**src/rtl/sample_dumper_pkg.sv**
```systemverilog
// Shared constants for the SDRAM sample dumper: state encodings, sync-byte
// defaults, memory geometry and the header byte selector.
// No ports; imported by the interface, the byte sender and the top.
package sample_dumper_pkg;

  localparam int unsigned SDRAM_WORDS = 8388608;
  localparam int unsigned ADDR_W      = $clog2(SDRAM_WORDS);
  localparam logic [7:0]  HDR0_DEF    = 8'hA5;
  localparam logic [7:0]  HDR1_DEF    = 8'h5A;
  localparam int unsigned HDR_BYTES   = 5;
  localparam int unsigned WORD_BYTES  = 4;

  // Main FSM uses IDLE/HDR/RD_REQ/RD_WAIT/TX_LOAD/NEXT/FINISH; the byte
  // sender walks IDLE/TX_LOAD/TX_GUARD/TX_WAIT.
  typedef enum logic [3:0] {
    IDLE, HDR, RD_REQ, RD_WAIT, TX_LOAD, TX_GUARD, TX_WAIT, NEXT, FINISH
  } state_t;

  // Header: two sync bytes, then the 23-bit last address MSB-first with
  // the top byte zero-padded.
  function automatic logic [7:0] hdr_byte(input logic [2:0]        idx,
                                          input logic [7:0]        h0,
                                          input logic [7:0]        h1,
                                          input logic [ADDR_W-1:0] last);
    case (idx)
      3'd0:    hdr_byte = h0;
      3'd1:    hdr_byte = h1;
      3'd2:    hdr_byte = {1'b0, last[22:16]};
      3'd3:    hdr_byte = last[15:8];
      default: hdr_byte = last[7:0];
    endcase
  endfunction

endpackage

```
**src/rtl/sample_dumper_if.sv**
```systemverilog
// SDRAM command/read-data and UART byte channels of the dumper.
// master = dumper side (drives cmd_* and tx_*), slave = SDRAM controller + UART.
// Ports: cmd_enable/cmd_wr/cmd_address/cmd_ready, data_out/data_out_ready, tx_byte/tx_en/tx_ready.
interface sample_dumper_if;
  import sample_dumper_pkg::*;

  logic              cmd_enable;
  logic              cmd_wr;
  logic [ADDR_W-1:0] cmd_address;
  logic              cmd_ready;
  logic [31:0]       data_out;
  logic              data_out_ready;
  logic [7:0]        tx_byte;
  logic              tx_en;
  logic              tx_ready;

  modport master (
    output cmd_enable, cmd_wr, cmd_address, tx_byte, tx_en,
    input  cmd_ready, data_out, data_out_ready, tx_ready
  );

  modport slave (
    input  cmd_enable, cmd_wr, cmd_address, tx_byte, tx_en,
    output cmd_ready, data_out, data_out_ready, tx_ready
  );

endinterface

```
**src/rtl/sample_dumper_byte_sender.sv**
```systemverilog
// Byte sender: takes one byte on a load pulse and runs the UART strobe handshake.
// Latency: tx_en one cycle after tx_ready seen; ack pulses once UART is idle again.
// Backpressure: holds the byte until tx_ready=1; loads are only issued after ack.
// Ports: clk100, rst_p, ld_i/byte_i/ack_o (to FSM), tx_ready_i/tx_byte_o/tx_en_o (to UART).
module byte_sender
  import sample_dumper_pkg::*;
(
  input  logic       clk100,
  input  logic       rst_p,
  input  logic       ld_i,
  input  logic [7:0] byte_i,
  output logic       ack_o,
  input  logic       tx_ready_i,
  output logic [7:0] tx_byte_o,
  output logic       tx_en_o
);

  state_t     state_q;
  logic [7:0] tx_byte_q;
  logic       tx_en_q;
  logic       ack_q;

  always_ff @(posedge clk100 or posedge rst_p) begin
    if (rst_p) begin
      state_q   <= IDLE;
      tx_byte_q <= 8'h00;
      tx_en_q   <= 1'b0;
      ack_q     <= 1'b0;
    end else begin
      ack_q <= 1'b0;
      case (state_q)
        IDLE: if (ld_i) begin
          tx_byte_q <= byte_i;
          state_q   <= TX_LOAD;
        end
        TX_LOAD: if (tx_ready_i) begin
          tx_en_q <= 1'b1;
          state_q <= TX_GUARD;
        end
        // UART takes a cycle to drop tx_ready after the strobe; don't trust it here.
        TX_GUARD: begin
          tx_en_q <= 1'b0;
          state_q <= TX_WAIT;
        end
        TX_WAIT: if (tx_ready_i) begin
          ack_q   <= 1'b1;
          state_q <= IDLE;
        end
        default: begin
          tx_en_q <= 1'b0;
          state_q <= IDLE;
        end
      endcase
    end
  end

  assign tx_byte_o = tx_byte_q;
  assign tx_en_o   = tx_en_q;
  assign ack_o     = ack_q;

endmodule

```
**src/rtl/sample_dumper.sv**
```systemverilog
// Dumps SDRAM words 0..last_addr over the UART behind a 5-byte header.
// Latency: busy the cycle after start; one read in flight, 4 bytes sent per word.
// Backpressure: waits on cmd_ready, data_out_ready (with timeout) and tx_ready.
// Ports: clk100, rst_p, start, abort, last_addr, busy, done, error, bus (sample_dumper_if.master).
module sample_dumper
  import sample_dumper_pkg::*;
#(
  parameter logic [7:0]  HDR0       = HDR0_DEF,
  parameter logic [7:0]  HDR1       = HDR1_DEF,
  parameter int unsigned RD_TIMEOUT = 1023
) (
  input  logic              clk100,
  input  logic              rst_p,
  input  logic              start,
  input  logic              abort,
  input  logic [ADDR_W-1:0] last_addr,
  output logic              busy,
  output logic              done,
  output logic              error,
  sample_dumper_if.master   bus
);

  localparam int unsigned     TW   = $clog2(RD_TIMEOUT + 1);
  localparam logic [TW-1:0]   TMAX = TW'(RD_TIMEOUT - 1);

  state_t            state_q;
  logic [ADDR_W-1:0] addr_q, last_q, cmd_address_q;
  logic              cmd_enable_q, busy_q, done_q, error_q;
  logic              abort_seen_q, wait_ack_q, ld_q;
  logic [2:0]        idx_q;
  logic [7:0]        ld_byte_q;
  logic [31:0]       shift_q;
  logic [TW-1:0]     timer_q;
  logic              ack;

  byte_sender u_sender (
    .clk100     (clk100),
    .rst_p      (rst_p),
    .ld_i       (ld_q),
    .byte_i     (ld_byte_q),
    .ack_o      (ack),
    .tx_ready_i (bus.tx_ready),
    .tx_byte_o  (bus.tx_byte),
    .tx_en_o    (bus.tx_en)
  );

  always_ff @(posedge clk100 or posedge rst_p) begin
    if (rst_p) begin
      state_q       <= IDLE;
      addr_q        <= '0;
      last_q        <= '0;
      cmd_address_q <= '0;
      cmd_enable_q  <= 1'b0;
      busy_q        <= 1'b0;
      done_q        <= 1'b0;
      error_q       <= 1'b0;
      abort_seen_q  <= 1'b0;
      wait_ack_q    <= 1'b0;
      ld_q          <= 1'b0;
      idx_q         <= '0;
      ld_byte_q     <= 8'h00;
      shift_q       <= '0;
      timer_q       <= '0;
    end else begin
      done_q <= 1'b0;
      ld_q   <= 1'b0;
      // Abort only takes effect at the next word boundary (NEXT).
      if (busy_q && abort) abort_seen_q <= 1'b1;
      case (state_q)
        IDLE: if (start) begin
          last_q       <= last_addr;
          addr_q       <= '0;
          error_q      <= 1'b0;
          busy_q       <= 1'b1;
          abort_seen_q <= abort;
          idx_q        <= '0;
          wait_ack_q   <= 1'b0;
          state_q      <= HDR;
        end
        HDR: if (!wait_ack_q) begin
          ld_q       <= 1'b1;
          ld_byte_q  <= hdr_byte(idx_q, HDR0, HDR1, last_q);
          wait_ack_q <= 1'b1;
        end else if (ack) begin
          wait_ack_q <= 1'b0;
          if (idx_q == 3'(HDR_BYTES - 1)) begin
            cmd_enable_q  <= 1'b1;
            cmd_address_q <= addr_q;
            state_q       <= RD_REQ;
          end else begin
            idx_q <= idx_q + 3'd1;
          end
        end
        // cmd_enable is already high on entry, so any cmd_ready here is an accept.
        RD_REQ: if (bus.cmd_ready) begin
          cmd_enable_q <= 1'b0;
          timer_q      <= '0;
          state_q      <= RD_WAIT;
        end
        RD_WAIT: if (bus.data_out_ready) begin
          shift_q <= bus.data_out;
          idx_q   <= '0;
          state_q <= TX_LOAD;
        end else if (timer_q == TMAX) begin
          error_q      <= 1'b1;
          cmd_enable_q <= 1'b0;
          state_q      <= FINISH;
        end else begin
          timer_q <= timer_q + 1'b1;
        end
        // Data phase: hand the word to the sender MSB-first.
        TX_LOAD: if (!wait_ack_q) begin
          ld_q       <= 1'b1;
          ld_byte_q  <= shift_q[31:24];
          wait_ack_q <= 1'b1;
        end else if (ack) begin
          wait_ack_q <= 1'b0;
          shift_q    <= {shift_q[23:0], 8'h00};
          if (idx_q == 3'(WORD_BYTES - 1)) state_q <= NEXT;
          else                             idx_q   <= idx_q + 3'd1;
        end
        NEXT: if (addr_q == last_q || abort_seen_q || abort) begin
          state_q <= FINISH;
        end else begin
          addr_q        <= addr_q + 1'b1;
          cmd_address_q <= addr_q + 1'b1;
          cmd_enable_q  <= 1'b1;
          abort_seen_q  <= 1'b0;
          state_q       <= RD_REQ;
        end
        FINISH: begin
          done_q  <= 1'b1;
          busy_q  <= 1'b0;
          state_q <= IDLE;
        end
        default: state_q <= IDLE;
      endcase
    end
  end

  assign bus.cmd_enable  = cmd_enable_q;
  assign bus.cmd_wr      = 1'b0;
  assign bus.cmd_address = cmd_address_q;
  assign busy            = busy_q;
  assign done            = done_q;
  assign error           = error_q;

endmodule

```
**src/flat_wrapper.sv**
```systemverilog
// flat-port wrapper written by rule: the top's interface ports become plain ports
module sample_dumper_flat import sample_dumper_pkg::*;
#(
  parameter logic [7:0]  HDR0       = HDR0_DEF,
  parameter logic [7:0]  HDR1       = HDR1_DEF,
  parameter int unsigned RD_TIMEOUT = 1023
)
  (clk100, rst_p, start, abort, last_addr, busy, done, error, bus_cmd_enable, bus_cmd_wr, bus_cmd_address, bus_tx_byte, bus_tx_en, bus_cmd_ready, bus_data_out, bus_data_out_ready, bus_tx_ready);
  sample_dumper_if bus_i ();
  input  logic clk100;
  input  logic rst_p;
  input  logic start;
  input  logic abort;
  input  logic [ADDR_W-1:0] last_addr;
  output logic busy;
  output logic done;
  output logic error;
  output wire logic [$bits(bus_i.cmd_enable)-1:0] bus_cmd_enable;
  output wire logic [$bits(bus_i.cmd_wr)-1:0] bus_cmd_wr;
  output wire logic [$bits(bus_i.cmd_address)-1:0] bus_cmd_address;
  output wire logic [$bits(bus_i.tx_byte)-1:0] bus_tx_byte;
  output wire logic [$bits(bus_i.tx_en)-1:0] bus_tx_en;
  input wire logic [$bits(bus_i.cmd_ready)-1:0] bus_cmd_ready;
  input wire logic [$bits(bus_i.data_out)-1:0] bus_data_out;
  input wire logic [$bits(bus_i.data_out_ready)-1:0] bus_data_out_ready;
  input wire logic [$bits(bus_i.tx_ready)-1:0] bus_tx_ready;
  assign bus_cmd_enable = bus_i.cmd_enable;
  assign bus_cmd_wr = bus_i.cmd_wr;
  assign bus_cmd_address = bus_i.cmd_address;
  assign bus_tx_byte = bus_i.tx_byte;
  assign bus_tx_en = bus_i.tx_en;
  assign bus_i.cmd_ready = bus_cmd_ready;
  assign bus_i.data_out = bus_data_out;
  assign bus_i.data_out_ready = bus_data_out_ready;
  assign bus_i.tx_ready = bus_tx_ready;
  sample_dumper #(.HDR0(HDR0), .HDR1(HDR1), .RD_TIMEOUT(RD_TIMEOUT)) u_core (.clk100(clk100), .rst_p(rst_p), .start(start), .abort(abort), .last_addr(last_addr), .busy(busy), .done(done), .error(error), .bus(bus_i));
endmodule
```
**config.mk**
```make
export PLATFORM = sky130hd
export DESIGN_NAME = sample_dumper_flat
export DESIGN_NICKNAME = d
export VERILOG_FILES = /design/src/rtl/sample_dumper_pkg.sv /design/src/rtl/sample_dumper_if.sv /design/src/rtl/sample_dumper_byte_sender.sv /design/src/rtl/sample_dumper.sv /design/src/flat_wrapper.sv
export SDC_FILE = /design/constraint.sdc
export NUM_CORES = 1
export LEC_CHECK = 0
export CAP_MARGIN = 30
export CORE_MARGIN = 3
export CORE_UTILIZATION = 64
export CTS_CLUSTER_SIZE = 14
export DETAILED_ROUTE_END_ITERATION = 8
export DONT_BUFFER_PORTS = 1
export GPL_TIMING_DRIVEN = 1
export PLACE_DENSITY = 0.88
export SLEW_MARGIN = 10
export SYNTH_ARGS = -nofsm -noshare
export SYNTH_HDL_FRONTEND = slang
export SYNTH_SLANG_ARGS = --single-unit
```
**constraint.sdc**
```tcl
create_clock -name clk100 -period 6.15 [get_ports clk100]
set_input_delay 1.23 -clock clk100 [delete_from_list [all_inputs] [get_ports clk100]]
set_output_delay 1.23 -clock clk100 [all_outputs]
set_load 0.005 [all_outputs]
```
Word level (Yosys, flattened, before mapping)
Cells that the tools add are included.
{"block": "word_totals", "reg_bits": 147, "inputBits": 62, "output_inout_bits": 37, "word_cells": 164}
{"block": "op_classes", "reduce_logical": 33, "n_bitwise": 1, "add_sub_neg": 3, "muxes": 72, "eq_ne": 36}
{"cell": "$mux W23", "n": 5}
{"cell": "$mux W32", "n": 3}
{"cell": "$pmux W23 S2", "n": 2}
{"cell": "$pmux W32 S2", "n": 1}
{"cell": "$mux W4", "n": 14}
{"cell": "$pmux W8 S4", "n": 1}
{"cell": "$mux W10", "n": 3}
{"cell": "$ne A2 B2 Y1 const B", "n": 14}
{"cell": "$mux W3", "n": 8}
{"cell": "$pmux W4 S6", "n": 1}
{"cell": "$add A23 B1 Y23 const B", "n": 1}
{"cell": "$eq A23 B23 Y1", "n": 1}
{"cell": "$mux W1", "n": 22}
{"cell": "$eq A4 B3 Y1 const B", "n": 5}
{"cell": "$pmux W10 S2", "n": 1}
{"cell": "$reduce_and A9 Y1", "n": 2}
{"cell": "$mux W8", "n": 2}
{"cell": "$pmux W4 S4", "n": 1}
{"cell": "$pmux W8 S2", "n": 1}
{"cell": "$reduce_bool A2 Y1", "n": 8}
{"cell": "$ne A2 B1 Y1 const B", "n": 6}
{"cell": "$pmux W3 S4", "n": 1}
{"cell": "$reduce_and A4 Y1", "n": 3}
{"cell": "$add A10 B1 Y10 const B", "n": 1}
{"cell": "22 further kinds", "n": 38}

Logic depth before layout (Yosys ltp)
{"block": "logic_depth", "word_depth": 5, "depth_mapped": 10, "depth_no_buf": 8}

Modules after synthesis
Synthesis repeated with hierarchy kept, for this count alone.
{"block": "unflattened", "cells_unflattened": 775, "hier_area_um2": 7704.9}
{"mod": "sample_dumper", "seq_area_each_um2": 3328.2, "area_each_um2": 7188.1, "cells_each": 740, "n_inst": 1}
{"mod": "byte_sender", "seq_area_each_um2": 325.3, "area_each_um2": 516.7, "cells_each": 35, "n_inst": 1}

Worst setup path after synthesis
No wires, ideal clock.
{"block": "synth_timing", "kind": "input -> register", "startpoint": "input bus_data_out_ready", "endpoint": "register u_core.cmd_address_q[1] (netlist: u_core.bus.cmd_address[1])", "arrival_ns": 2.553, "path_stages": 7, "path_slack_ns": 3.472, "setup_time_ns": 0.125, "path_buffers": 2, "required_time_ns": 6.025, "path_cell_list": "nand2b_1 > a31oi_1 > nand4_1 > or3_1 > buf_6 > buf_8 > mux2_4"}
{"element": "start: declaration", "line": "flat_wrapper.sv:25", "text": "input wire logic [$bits(bus_i.data_out_ready)-1:0] bus_data_out_ready;"}
{"element": "end signal: assignment", "line": "sample_dumper.sv:88", "text": "cmd_address_q <= addr_q;"}
{"element": "end signal: assignment", "line": "sample_dumper.sv:126", "text": "cmd_address_q <= addr_q + 1'b1;"}
{"element": "end: declaration", "line": "sample_dumper.sv:27", "text": "logic [ADDR_W-1:0] addr_q, last_q, cmd_address_q;"}

Final worst setup path
{"block": "layout_timing", "startpoint": "register u_core.state_q[0]", "endpoint": "register u_core.addr_q[17]"}
{"block": "layout_between", "elab_chain_len": 3, "word_cells_on_any_way": 7, "cone_classes": "3 x eq/ne; 1 x mux; 3 x reduce/logical"}
{"element": "start: declaration", "line": "sample_dumper.sv:26", "text": "state_t state_q;"}
{"element": "start signal: assignment", "line": "sample_dumper.sv:49", "text": "state_q <= IDLE;"}
{"element": "start signal: assignment", "line": "sample_dumper.sv:78", "text": "state_q <= HDR;"}
{"element": "start signal: assignment", "line": "sample_dumper.sv:89", "text": "state_q <= RD_REQ;"}
{"element": "$eq A4 B3 Y1 or $logic_not A4 Y1 (tied branches)", "line": "sample_dumper.sv:69", "text": "case (state_q)"}
{"element": "$ne A2 B2 Y1 (no line) or $reduce_bool A2 Y1 (tied branches)"}
{"element": "$reduce_and A3 Y1 (no line)"}
{"element": "end signal: assignment", "line": "sample_dumper.sv:125", "text": "addr_q <= addr_q + 1'b1;"}
{"element": "end: declaration", "line": "sample_dumper.sv:27"}
Parallel ways exist; a longest one is shown, timed or not.
A chain may end at the register's enable or synchronous reset.

==> results.md <==
* Placer congestion estimate at 0.908
* Grt total ovfl at 0
* Min Tclk post-route at 3.37 ns
* Synth async-reset ratio at 1.00
* Hold slack at 0.462 ns
* Final WL at 17700 um
* Commonest non-fill, non-tap cell in the layout: nand2_1
* Overall Global Routing Usage at 0.275
* Final #Nets at 855
* Clock tree root driver cell: clkbuf_16
* Top-area cell type share of the netlist area at 0.474
* Hold Crit Start: u_core.ld_q
* Yosys warning count at 0
* Die Height at 116 um
* Clock Skew at 0.00864 ns
* CP Data Arrival Time at 3.72 ns
* RSZ-0062 raised after global routing: false
* P_sw at 1.32 mW
* Max cap viols at 0
* Cell Pwr Density at 440 nW/um2
* Seq/Total Area, Yosys at 0.474
* Dpl cell area at 7650 um2
* Power, Total at 3.62 mW
* CTS tree: yes
* CTS sink count at 146
* Combinational power share at 0.305
* Initial drt markers at 535
* Num rows at 39
* Ys flop type: dfrtp_1
* DIE AREA at 13400 um2
* H-tree lvl count at 4
* LEAKAGE at 3.87 nW
* ANT nets after route at 0
* Share of the clock period used by the worst path after layout at 0.548
* Post-cts sizing count at 0
* Hold Buf Count CTS at 0
* I/O pin cnt at 99
* Post-route cell area at 8240 um2
* Clk_lat worst skew at 0.43 ns
* Crit-path max FO at 24
* Synth Register Bits at 146
* Slew @ Worst Pin at 0.945 ns
* Critical path required time at 6.50 ns
* Crit path kind: reg2reg
* Ratio of cells with drive above 1 in the final layout at 0.104
* Area leader, netlist: dfrtp_1
* Clock power share at 0.279
* ANT cells at 0
* Syn_area_per_cell at 9.49 um2
* Avg WL per Cell at 18.8 um
* Largest net degree at the start of global routing at 98
* Wire length of the first global-routing pass at 28600 um
* TNS Setup at 0 ns
* Post-synth net total at 883
* Layout area overhead at 6.90%
* Initial cell density of the core at 0.664
* Switching Fraction at 0.364
* Max Slew Vio Count at 0
* Status: finished, final reports clean
* Post-CTS Setup Inserts at 0
* Commonest non-fill, non-tap cells in the layout: 160 x nand2_1, 146 x dfrtp_1, 80 x o21ai_0, 48 x nor2_1, 31 x mux2i_1
* Clock Path Buffers at 2
* Worst-path clk slew at 0.06 ns
* Flop pwr share at 0.417
* Max VDD drop at 0.357 mV
* Initial antenna violation count at 0
* Final Core Density at 0.709
* Number of synthesized flops with an enable pin at 0
* Cells after Synth at 812
* DP Wirelength at 12200 um
* Setup crit end kind: flip-flop
* Slew Limit Headroom at 0.370
* Via density at 6.25
* Endpoints failing hold at 0
* Top cells by area, synth: dfrtp_1 47%, nand2_1 7.8%, o21ai_0 5.2%
* Max frequency at 297 MHz
* CP Launch Point: u_core.state_q[0]
* Min-delay worst type: reg2reg
* Int Power at 2.30 mW
* Core Box Area at 11600 um2
* Routed vias at 5865
* Clock buffer count from CTS at 17
* Final setup fails at 0
* Worst reg2reg startpoint: u_core.state_q[0]
* Vias in the first global route at 5864
* 1st-pass router iterations at 5
* Die width at 116 um
* Worst setup SP type: flip-flop
* IO buf count at 0
* DRC viols at 0
* Synth Cell Area at 7710 um2
* Post-synth cell types at 62
==> cell type report <==
cell class / count / area (um2)
sequential: 146 / 3650
multi-input combinational: 592 / 3700
clock buffer: 22 / 464
fill: 851 / 3380
timing repair buffer: 7 / 50.0
tap: 143 / 179
inverter: 20 / 80.1
clock inverter: 8 / 106
==> power groups by stage <==
stage	logic, mW	registers, mW	clock network, mW
floorplan	0.977	1.40	0
global placement	1.02	1.49	0
detailed placement	1.09	1.51	0
CTS	1.10	1.50	1.02
global route	1.24	1.54	1.07
finish	1.10	1.51	1.01
==> registers in the layout, indices dropped and copies added, names as in the netlist, 3 cells and up <==
| register | flops |
|---|---|
| u_core.addr_q | 23 |
| u_core.bus.cmd_address | 23 |
| u_core.idx_q | 3 |
| u_core.last_q | 23 |
| u_core.ld_byte_q | 8 |
| u_core.shift_q | 32 |
| u_core.state_q | 4 |
| u_core.timer_q | 10 |
| u_core.u_sender.state_q | 3 |
| u_core.u_sender.tx_byte_o | 8 |
==> worst max-delay path, cell delays in order, from the launching register on <==
cell and delay (ns):
dfrtp_1 0.70, nand3_1 0.74, or3_1 0.58, o21bai_2 0.39
buf_4 0.32, or4_1 0.47, o21ai_0 0.08
==> per-stage QoR <==
step	worst slack [ns]	cells
after floorplan	0.997	812
after global placement	2.98	906
after detailed placement	2.88	906
after CTS	2.83	936
after global routing	2.52	938
final	2.78	938
==> cells in the mapped netlist, drive strengths merged (12+ instances only) <==
cell,n
clkbuf,29
nor2,48
nor3,12
buf,25
inv,20
o21ai,81
mux2,37
a21oi,26
nand2,161
mux2i,31
xor2,28
dfrtp,146
nand3,27
xnor2,18
==> final timing paths <==
kind | slack [ns] | cells past startpoint | to
setup / recovery | 2.78 | 6 | u_core.addr_q[17]
hold / removal | 0.46 | 2 | u_core.u_sender.state_q[2]
setup reg to reg | 2.78 | 6 | u_core.addr_q[17]
hold reg to reg | 0.46 | 2 | u_core.u_sender.state_q[2]
max in group asynchronous | 4.15 | 2 | u_core.abort_seen_q
min in group asynchronous | 0.82 | 1 | u_core.done
==> cells by family (layout without fill, tap and decap cells) <==
family                   Yosys count  after routing  synth area share
multiplexers                      68             68             0.103
AO/OA/AOI/OAI                    158            158             0.122
XOR/XNOR                          46             46            0.0523
other                              1              1          0.000487
buffers and inverters             74             57            0.0459
adder cells (fa/ha/maj)            9              9            0.0146
flip-flops                       146            146             0.474
AND/OR/NAND/NOR                  310            310             0.187
==> per-layer routing <==
layer | vias to the layer above | share of wire | wire [um] | track usage
met3 | 39 | 0.074 | 1310 | 0.0877
met4 | 0 | 0.020 | 348 | 0.104
met5 | - | 0 | 0 | 0
met1 | 2857 | 0.42 | 7450 | 0.349
li1 | 2746 | - | - | -
met2 | 223 | 0.48 | 8550 | 0.444
Note: power is estimated with default switching activity, not from simulation.
